[src/rtl/vga_scan_timing.sv]
// VGA scan timing: pixel-rate divider, h/v counters and a registered
// output stage that keeps sync and color aligned one pixel behind the counters.
module vga_scan_timing #(
    parameter int CLK_DIV   = 4,
    parameter int H_VISIBLE = 640,
    parameter int H_FRONT   = 16,
    parameter int H_SYNC    = 96,
    parameter int H_BACK    = 48,
    parameter int V_VISIBLE = 480,
    parameter int V_FRONT   = 10,
    parameter int V_SYNC    = 2,
    parameter int V_BACK    = 33
) (
    input  logic               clk,
    input  logic               reset,
    input  logic [11:0]        color_in,
    output logic signed [15:0] pix_x,
    output logic signed [15:0] pix_y,
    output logic [3:0]         vga_r,
    output logic [3:0]         vga_g,
    output logic [3:0]         vga_b,
    output logic               hsync,
    output logic               vsync,
    output logic               frame_start
);

    localparam int H_TOTAL = H_VISIBLE + H_FRONT + H_SYNC + H_BACK;
    localparam int V_TOTAL = V_VISIBLE + V_FRONT + V_SYNC + V_BACK;
    localparam int HW = $clog2(H_TOTAL);
    localparam int VW = $clog2(V_TOTAL);
    localparam int DW = $clog2(CLK_DIV);

    localparam logic [DW-1:0] DIV_LAST = DW'(CLK_DIV - 1);
    localparam logic [HW-1:0] H_LAST   = HW'(H_TOTAL - 1);
    localparam logic [VW-1:0] V_LAST   = VW'(V_TOTAL - 1);
    localparam logic [HW-1:0] H_VIS    = HW'(H_VISIBLE);
    localparam logic [VW-1:0] V_VIS    = VW'(V_VISIBLE);
    localparam logic [HW-1:0] HS_BEG   = HW'(H_VISIBLE + H_FRONT);
    localparam logic [HW-1:0] HS_END   = HW'(H_VISIBLE + H_FRONT + H_SYNC);
    localparam logic [VW-1:0] VS_BEG   = VW'(V_VISIBLE + V_FRONT);
    localparam logic [VW-1:0] VS_END   = VW'(V_VISIBLE + V_FRONT + V_SYNC);

    logic [DW-1:0] div_cnt;
    logic [HW-1:0] h_cnt;
    logic [VW-1:0] v_cnt;
    logic          pix_tick;
    logic          h_last;
    logic          v_last;
    logic          visible;
    logic          hs_act;
    logic          vs_act;

    assign pix_tick = (div_cnt == DIV_LAST);
    assign h_last   = (h_cnt == H_LAST);
    assign v_last   = (v_cnt == V_LAST);
    assign visible  = (h_cnt < H_VIS) && (v_cnt < V_VIS);
    assign hs_act   = (h_cnt >= HS_BEG) && (h_cnt < HS_END);
    assign vs_act   = (v_cnt >= VS_BEG) && (v_cnt < VS_END);

    assign pix_x = {{(16-HW){1'b0}}, h_cnt};
    assign pix_y = {{(16-VW){1'b0}}, v_cnt};

    // Output stage samples the pre-increment counters, so it trails them by one pixel.
    always_ff @(posedge clk) begin
        if (!reset) begin
            div_cnt     <= '0;
            h_cnt       <= '0;
            v_cnt       <= '0;
            vga_r       <= '0;
            vga_g       <= '0;
            vga_b       <= '0;
            hsync       <= 1'b1;
            vsync       <= 1'b1;
            frame_start <= 1'b0;
        end else begin
            frame_start <= 1'b0;
            if (pix_tick) begin
                div_cnt <= '0;
                if (h_last) begin
                    h_cnt <= '0;
                    v_cnt <= v_last ? '0 : v_cnt + VW'(1);
                end else begin
                    h_cnt <= h_cnt + HW'(1);
                end
                {vga_r, vga_g, vga_b} <= visible ? color_in : 12'h000;
                hsync       <= ~hs_act;
                vsync       <= ~vs_act;
                frame_start <= h_last && v_last;
            end else begin
                div_cnt <= div_cnt + DW'(1);
            end
        end
    end

endmodule

[config.mk]
export PLATFORM = sky130hd
export DESIGN_NAME = vga_scan_timing
export DESIGN_NICKNAME = d
export VERILOG_FILES = /design/src/rtl/vga_scan_timing.sv
export SDC_FILE = /design/constraint.sdc
export NUM_CORES = 1
export LEC_CHECK = 0
export BUFFER_PORTS_ARGS = -buffer_cell sky130_fd_sc_hd__clkbuf_2
export CORE_MARGIN = 2
export CORE_UTILIZATION = 40
export CTS_BUF_LIST = sky130_fd_sc_hd__clkbuf_4 sky130_fd_sc_hd__clkbuf_8 sky130_fd_sc_hd__clkbuf_16
export DETAILED_ROUTE_END_ITERATION = 12
export PLACE_DENSITY = 0.67
export SETUP_SLACK_MARGIN = 0.4
export SYNTH_ARGS = -nofsm -noshare
export SYNTH_HDL_FRONTEND = slang
export SYNTH_SLANG_ARGS = --single-unit
[constraint.sdc]
create_clock -name clk -period 2.3 [get_ports clk]
set_input_delay 0.115 -clock clk [delete_from_list [all_inputs] [get_ports clk]]
set_output_delay 0.115 -clock clk [all_outputs]
set_load 0.01 [all_outputs]
# Word level (Yosys, flattened, before mapping)

Cells that the tools add are included.

Flip-flop bits (word level): 37
Input port bits: 14
Output and inout port bits: 47
Word-level logic and storage cells: 34

Add/subtract/negate cells: 3
Magnitude comparators: 6
Eq/ne operators: 3
Muxes and demuxes: 3
Bitwise gates (word level): 3
Reduce and logical (&&, ||, !) cells: 7

Operators by type and width:

| operator                                                    | number |
|---|---|
| adder 10 x 1 -> 10 bit, second input constant               | 2 |
| == test 10 bit, second input constant                       | 2 |
| less-than comparator 10 bit, second input constant          | 2 |
| less-than comparator 10 x 9 -> 1 bit, second input constant | 2 |
| 2-to-1 mux 10 bit                                           | 2 |
| 2-to-1 mux 12 bit                                           | 1 |
| >= comparator 10 bit, second input constant                 | 1 |
| >= comparator 10 x 9 -> 1 bit, second input constant        | 1 |
| logical AND 1 bit                                           | 4 |
| AND reduction 2 bit                                         | 2 |
| inverter 1 bit                                              | 3 |
| adder 2 x 1 -> 2 bit, second input constant                 | 1 |
| == test 2 bit, second input constant                        | 1 |
| OR reduction 2 bit                                          | 1 |

# Depth between registers and ports, before layout

Gate-level depths: netlist of the first run.

Word-level depth: 3
Depth in mapped cells: 6
Depth with buffers taken out: 6

# Worst setup path before layout of the first run

No wires, ideal clock.

Path type: register -> register
From: register h_cnt[4]
To: register v_cnt[8]
Setup time: 71 ps
Arrival time: 1664 ps
Data required time: 2229 ps
Path slack: 565 ps
Stages on the path, launching flop included: 6
Path buffers: 1
Period minus slack after synthesis: 1735 ps
Path through: dfxtp_1 buf_2 nand2_1 or4_4 or3_1 a21oi_1

Longest elaborated chain between the ends: 2

RTL lines:

| what                                 | line | text |
|---|---|---|
| from (decl)                          | 44   | `logic [HW-1:0] h_cnt;` |
| from (signal assigned)               | 83   | `h_cnt <= h_cnt + HW'(1);` |
| == test 10 bit                       | 54   | `assign h_last = (h_cnt == H_LAST);` |
| AND reduction 2 bit (no source line) | -    |  |
| to (signal assigned)                 | 81   | `v_cnt <= v_last ? '0 : v_cnt + VW'(1);` |
| to (decl)                            | 45   | `logic [VW-1:0] v_cnt;` |

No other way between the ends.
A chain may end at the register's enable or synchronous reset.

# Final worst setup path of the first run

From: register h_cnt[6]
To: register v_cnt[8]

Same word-level chain as after synthesis.

==> out/results.txt, run 1 <==
Critical path launch point type: a register. The logs give 23 for the number of core rows and 284 for the final cell count without fillers. Each instance of the synthesized netlist takes up on average 9.054 sq um. The tree is rooted in a clkbuf_8. Once detail routing completed, the nets flagged for antenna violations numbered 0.

The min-delay analysis places its worst path in the category in2reg. Cells with a size suffix above 1 make up 27.35% of the layout. The share of synthesized area in the top cell type comes to 43.98%. For this run, the post-layout net count is 253. The predominant post-synthesis flop cell is dfxtp_1.

0 antenna diodes ended up in the layout. After clock tree synthesis, the clock-pin slew on the worst setup and hold paths is 0.07 ns. The routed layout has 1465 vias.

The synthesis-to-layout area growth was 21.32%. For the clock skew after layout, the log shows 0.005441 ns. The logs give 0 for the initial antenna violation count and 61 for the count of boundary I/O pins. Max-cap violations in this run came to 0. For the worst setup path, the data required time is 2.53 ns.

The transition at the pin with the smallest max-transition slack is 0.5267 ns, and the register bit total from synthesis is 37. dfxtp_1 is the most common cell in the netlist. Based on the critical path, the design can be clocked at up to 0.5320 GHz.

At the end of routability-driven placement, the weighted congestion stood at 0.7521. The CTS buffer count is 5, and the total setup buffers inserted after CTS is 0. The routed wire length per instance works out to 13.38 microns. The power density over the cells was 590.3 nW/um^2; the deepest clock path buffer count was 2.

In the post-synthesis netlist, the biggest area contributors are dfxtp_1 44%, a22o_1 6.2%, buf_4 5.3%. The total count of hold-check failures in the final report was 0; the number of sinks driven by the clock tree was 37. The number of synthesized flops with an enable pin came out at 0.

Counting instances in the post-synthesis netlist gives the leading cell types as 37 x dfxtp_1, 16 x nor2_1, 14 x nand2_1. The vertical die dimension was 68.89 microns. The leakage power came out at 0.0008475 uW.

The synthesized instance count was 186; the final wirelength was 3.799 mm. The register area share after synthesis came out at 43.98%. The worst setup path is captured at a register.

The instance count after placement with tap cells included came out at 277. Setup total negative slack on the finished layout was measured at 0 ns. The worst path needs 1.880 ns of the cycle, external delays included. The flow ran to the end, and the final reports show no timing, DRC or antenna violations. The run gives 0 as the final number of max-transition violations. After synthesis, the share of flip-flops with an asynchronous set or reset is 0%. After synthesis the cells add up to 1684 sq um. The initial standard-cell utilization of the core was 41.80%. Counting the fill cells in the layout gives 433. Dividing the final minimum period by the clock period gives 81.73%. Measured along the x axis, the die boundary spans 68.89 microns.

Headroom to the max-slew limit came out at 64.73%. Setup repair after global routing could not meet its margin everywhere. The H-tree generated during clock tree synthesis spans 2 levels. In this run the worst path has a maximum fanout of 8. At the later pin of the worst-skew pair, clock insertion delay measures 0.29 ns.

The pin count of the biggest net entering global routing was 14; the arrival time at the worst endpoint was 2.11 ns. Across every metal layer, demand over resource in global routing totals 16.14%. The HPWL after detailed placement came out at 2.765 mm.

The core outline area was 4029 sq um. Setup violations remaining at the end of the flow were counted as 0. The critical path is of the reg2reg type. The pre-antenna-repair detailed-routing pass consisted of 4 iterations. TritonCTS built the clock tree. In the routed layout, each cell is associated on average with a via count of 5.158.

Library cell with the largest summed area after synthesis: dfxtp_1. The count of synthesis-stage warnings from yosys came out at 0. In the routed design, unresolved DRC markers number 0. Counting distinct cell types in the post-synthesis netlist gives 38. For this run the aggregate overflow at the end of global routing stands at 0. The wire length of the first global-routing pass came out at 5.485 mm.

The tools report the overall die area as 4745 sq um. The via count of the first global-routing pass was 1200; the quantity of I/O buffers inserted on ports was 48. In this run, the number of DRC markers left after iteration 0 of detailed routing was 74.

The tools report the maximum vdd ir drop as 282.2 uV.
[report_power, final]
part,leakage (uW),internal (uW),switching [uW],total [uW]
combinational,0.000505,30.3,46.8,77.1
sequential,0.000299,655,7.70,662
clock,0.0000433,237,230,467
total,0.000848,922,284,1210
[repair_timing]
item / 4_1_cts / 5_1_grt
pin swaps: 0 / 0
setup endpoints to repair: 7 / 22
resized for setup: 1 / 4
hold buffers: 0 / 0
gates cloned: 0 / 0
[cells in the final DEF (no fill, tap or decap), types with 2 or more instances in the layout]
cell	n
nand2_1	14
nor2_1	16
nand4_1	10
or3_1	4
xnor2_1	9
a21oi_1	3
a22o_1	12
ha_1	5
clkbuf_2	48
inv_1	7
a21boi_0	2
nand3_1	8
o21ai_0	3
buf_4	2
clkbuf_8	6
and2_1	2
nor4_1	4
conb_1	12
nor3_1	7
and3_1	2
xor2_1	4
dfxtp_1	37
[per-layer routing]
| layer | wire length, microns | track usage [%] | up-vias |
|---|---|---|---|
| li1 | - | - | 726 |
| met1 | 1748 | 20.40 | 688 |
| met2 | 1757 | 24.40 | 45 |
| met3 | 212 | 5.519 | 6 |
| met4 | 81 | 8.088 | 0 |
| met5 | 0 | 0 | - |
[sequential cells by signal, indices dropped and copies added, names as in the netlist]
signal	count
div_cnt	2
frame_start	1
h_cnt	10
hsync	1
v_cnt	10
vga_b	4
vga_g	4
vga_r	4
vsync	1
[path summary, 6_finish.rpt]
kind | end | from | cells past startpoint | slack [ns]
setup / recovery | v_cnt[8] | h_cnt[6] | 4 | 0.42
hold / removal | vga_r[2] | color_in[10] | 2 | 0.02
setup reg to reg | v_cnt[8] | h_cnt[6] | 4 | 0.42
hold reg to reg | div_cnt[0] | div_cnt[0] | 1 | 0.43
[critical path: stages, from the launching register on]
cell and delay, ns:
dfxtp_1 0.37, nand4bb_2 0.41, or4_4 0.58, or3_1 0.32
a21oi_1 0.13
[kinds of logic after synthesis]
kind of cell	count (synthesis)	synth area share [%]
AO/OA/AOI/OAI	23	10.10
flip-flops	37	43.98
multiplexers	1	0.5944
other	1	0.2227
adder cells (fa/ha/maj)	5	3.715
XOR/XNOR	13	6.761
buffers and inverters	27	8.916
AND/OR/NAND/NOR	79	25.71
[area by class of cell]
class                      instances  area (sq um)  share of cell area [%]
multi-input combinational        133         868.3                   42.50
sequential                        37         740.7                   36.25
timing repair buffer              50         255.2                   12.49
clock buffer                       6         82.58                   4.042
tap                               50         62.56                   3.062
inverter                           7         26.28                   1.286
clock inverter                     1         7.507                  0.3674
[metrics by stage]
| stage | power [uW] | setup WS (ns) | hold WS, ns | cell area [sq um] | utilization (%) |
|---|---|---|---|---|---|
| 5_1_grt | 1254 | 0.3441 | 0.02280 | 2043 | 50.71 |
| 3_5_place_dp | 753.1 | 0.3641 | 0.3292 | 1926 | 47.80 |
| 6_report | 1206 | 0.4202 | 0.02439 | 2043 | 50.71 |
| 3_3_place_gp | 752.3 | 0.4201 | 0.3254 | 1926 | 47.80 |
| 2_1_floorplan | 736.3 | 0.5651 | 0.2407 | 1725 | - |
| 4_1_cts | 1217 | 0.4297 | 0.02038 | 2019 | 50.12 |
No activity file was read; power rests on OpenSTA's default activity.
==> run 2, diff against run 1 <==
Settings changed: ABC_AREA set to 1, PLACE_DENSITY 0.67 to 0.65.
Clock period 2.3 ns to 1.83 ns, I/O delays scaled along.
==> run 2 against run 1 <==
Compared with the run above:
- final cell count increased by 36%
- area after synthesis rose by 14%
- clock power up 21%
- hold slack worse by 0.0071 ns
- clock skew is 0.0039 ns higher
- sequential cell count did not move
- non-clock buffer count grew 4
- routed wire length is 17% higher
- via count grew 25%
- worst setup slack better by 0.063 ns
- first-iteration DRC count up 8.1%
- critical path type unchanged
- critical endpoint is now v_cnt[6]
- highest routed layer unchanged
==> out/results.txt, run 2 <==
For this run, the leading register cell type out of synthesis is dfxtp_1. The fraction of registers with async set or reset after synthesis is 0% (unchanged), and the core outline area is 4661 sq um (+16%). The total inserted antenna cells is 0 (unchanged). The largest registers in the layout are h_cnt: 10 flops, v_cnt: 10 flops.

The worst hold path class was in2reg. The count of TritonRoute iterations in the first routing pass came out at 4 (unchanged). Initial standard-cell utilization of the core: 41.21% (-0.59 points).

The tools report the register area share after synthesis as 38.57% (-5.4 points). The quantity of I/O buffers inserted on ports was 48 (unchanged); the required time at the endpoint of the critical path was 2.05 ns (-0.48 ns). The count of unresolved DRC violations after routing is 0 (unchanged), and the maximum vdd ir drop is 403.2 uV (+43%). The switching power total was 381.6 uW (+34%); the final wirelength was 4.426 mm (+17%). Synthesized instance count: 277 (+49%).

The type of destination of the critical path is a register. The tools report the start point of the worst hold path as color_in[1]. Summed over all instances, the cell type with the most area after synthesis is dfxtp_1.

The routed wire length per instance came out at 11.47 microns (-14%). The most common cell after layout, fill and taps aside was nand2_1. For the hold-fix buffer count after cts, the log shows 0 (unchanged). The cell-internal power was 1126 uW (+22%); the setup TNS after final layout was 0 ns (unchanged). TritonCTS built the clock tree. The vertical die dimension was 73.29 microns (+6.4%); the arrival time at the worst endpoint was 1.56 ns (-0.55 ns). The critical path launch point type was a register. The library cells used most frequently in the layout, excluding fill and tap cells, are 73 x nand2_1, 48 x clkbuf_2, 35 x nor2_1, 34 x dfxtp_1, 30 x inv_1. The pin count of the biggest net entering global routing was 15 (+1); the final number of max-transition violations was 0 (unchanged). The minimum clock period is 1.347 ns (-0.5333 ns), and the switching share of total power is 25.31% (+1.7 points).

The deepest clock path buffer count came out at 2 (unchanged). The power density over the cells is 639.9 nW/um^2 (+8.4%), and the synthesis-to-layout area growth is 22.67%. The flow ran to the end, and the final reports show no timing, DRC or antenna violations. HPWL after detailed placement: 3.251 mm (+18%). For the portion of total power attributed to the clock network, the log shows 37.5% (-1.2 points). The total congestion overflow was 0 (unchanged). For the wire length of the first global-routing pass, the log shows 7.044 mm (+28%). The mean instance size in the synthesized netlist works out to 6.934 sq um (-23%).

Critical path startpoint: h_cnt[0]. The reported max-cap violation count was 0 (unchanged). The clock-pin slew on the worst setup and hold paths is 0.08 ns (about the same), and the post-detailed-route via-to-cell ratio is 4.741 (-8.1%).

The start-to-end type of the worst setup path was reg2reg. Overall global routing resource usage: 16.52% (+0.38 points). The share of total power in combinational logic is 7.2% (+0.8 points), and the total number of H-tree levels is 2 (unchanged). The logs give 2356 sq um (+15%) for the final instance area and 0.001155 uW (+36%) for the leakage power. The total number of nets in the final design was 350 (+38%); the fraction of final layout cells sized beyond drive strength 1 was 27.41% (+0.059 points). For the via count, the log shows 1830 (+25%). Distinct cell type count after synthesis: 30 (-21%).

By count the netlist is led by 77 x nand2_1, 37 x dfxtp_1, 37 x nor2_1. Setup repair after global routing could not meet its margin everywhere. The tools report the overall die area as 5371 sq um (+13%). The count of synthesis-stage warnings from yosys was 0 (unchanged); the via count of the first global-routing pass was 1603 (+34%). Most frequent cell after synthesis: nand2_1.

The post-synthesis cell area is 1921 sq um (+14%). The register bit total from synthesis came out at 37 (unchanged). The logs give 0.8692 (+16%) for the final weighted congestion in routability-driven placement and 61 (unchanged) for the count of boundary I/O pins. The run gives 0 (unchanged) as the number of setup violations in the final report. The portion of the clock cycle consumed by the worst path in the final layout is 73.58% (-8.2 points). The startpoint identified for the worst register-to-register timing path is h_cnt[0]. The number of synthesized flops with an enable pin is 0 (unchanged). The number of sinks driven by the clock tree is 37 (unchanged).

The maximum fanout along the worst path was 8 (unchanged). Initial DRC count: 80 (+8.1%). For the sequential fraction of design power, the log shows 55.3% (+0.4 points). The highest achievable clock rate is 0.7427 GHz (+40%), and the number of core rows is 25 (+8.7%).

CTS placed an instance of clkbuf_8 at the clock tree root. The clock skew after layout was 0.009301 ns (+0.003860 ns); the remaining number of nets flagged by the antenna check after routing was 0 (unchanged). The die span in x was 73.29 microns (+6.4%).

The top-area cell type share of the netlist area is 38.57% (-5.4 points). In the post-synthesis netlist, the biggest area contributors are dfxtp_1 39%, nand2_1 15%, nand3_1 7.6%. The initial antenna violation count was 0 (unchanged); the source-to-sink clock delay at the later pin of the worst-skew pair was 0.28 ns (about the same). The run gives 5 (unchanged) as the CTS buffer count. The total count of hold-check failures in the final report was 0 (unchanged). The tools report the standard cell area after detailed placement as 2167 sq um (+13%).
-- run 2: changes by cell type after synthesis, sizes merged, moves of 5 or more --
cell | previous run | this run
clkbuf | 6 | 0
nor3 | 7 | 1
xnor2 | 9 | 2
nor2 | 16 | 43
a21oi | 3 | 8
nand3 | 8 | 30
nand2 | 14 | 78
nand4 | 10 | 5
inv | 7 | 33
a22o | 12 | 0
-- run 2: what timing repair did --
item | 4_1_cts | 5_1_grt
pin swaps | 2 | 2
resized for setup | 11 | 11
setup endpoints to repair | 29 | 21
setup buffers | 1 | 2
-- run 2: path summary, 6_finish.rpt --
kind                    to  slack, ns  cells after the start
setup / recovery  v_cnt[6]       0.48                      7
hold / removal    vga_b[1]       0.02                      3
setup reg to reg  v_cnt[6]       0.48                      7
hold reg to reg   vga_r[1]       0.45                      2
-- run 2: cells by family (layout without fill, tap and decap cells) --
logic type               after synthesis  in the layout  synth area share [%]
XOR/XNOR                               7              7                 3.192
flip-flops                            37             37                 38.57
adder cells (fa/ha/maj)                5              5                 3.257
buffers and inverters                 52             96                 13.42
other                                  1             12                0.1953
AO/OA/AOI/OAI                         17             17                 5.472
AND/OR/NAND/NOR                      158            158                 35.90
-- run 2: critical path, cell delays in order (launching register included) --
cell	delay, ns
dfxtp_4	0.38
ha_4	0.15
nand2_4	0.07
nor2_4	0.17
nand4_4	0.22
clkinv_4	0.13
nand2_1	0.06
a21oi_1	0.12
-- run 2: metrics by stage --
step	hold slack [ns]	setup WS, ns	utilization [%]	power [uW]	std cells
after floorplan	0.2228	0.4600	-	930.1	288
after global placement	0.3120	0.2552	46.50	950.4	375
after detailed placement	0.3154	0.2597	46.50	951.7	375
after CTS	0.01299	0.3975	49.26	1517	384
after global routing	0.02342	0.3887	50.55	1564	386
final	0.01726	0.4835	50.55	1508	386
-- run 2: power by group through the flow --
| stage | sequential, uW | clock, uW | combinational [uW] |
|---|---|---|---|
| 2_1_floorplan | 856 | 0 | 74.3 |
| 3_3_place_gp | 851 | 0 | 99.6 |
| 3_5_place_dp | 851 | 0 | 101 |
| 4_1_cts | 833 | 581 | 103 |
| 5_1_grt | 836 | 604 | 124 |
| 6_report | 834 | 565 | 109 |
-- run 2: cell type report --
| cell class | instances | area (sq um) |
|---|---|---|
| Clock buffer | 5 | 68.82 |
| Multi-Input combinational cell | 199 | 1035 |
| Fill cell | 495 | 2305 |
| Inverter | 34 | 132.6 |
| Sequential cell | 37 | 749.5 |
| Tap cell | 54 | 67.56 |
| Timing Repair Buffer | 54 | 285.3 |
| Clock inverter | 3 | 17.52 |
-- run 2: per-layer routing --
layer | GRT usage, % | vias to the layer above | wire length, microns
met4 | 4.646 | 0 | 12
met1 | 21.17 | 837 | 2042
li1 | - | 948 | -
met3 | 3.567 | 2 | 189
met2 | 28.03 | 43 | 2181
met5 | 0 | - | 0
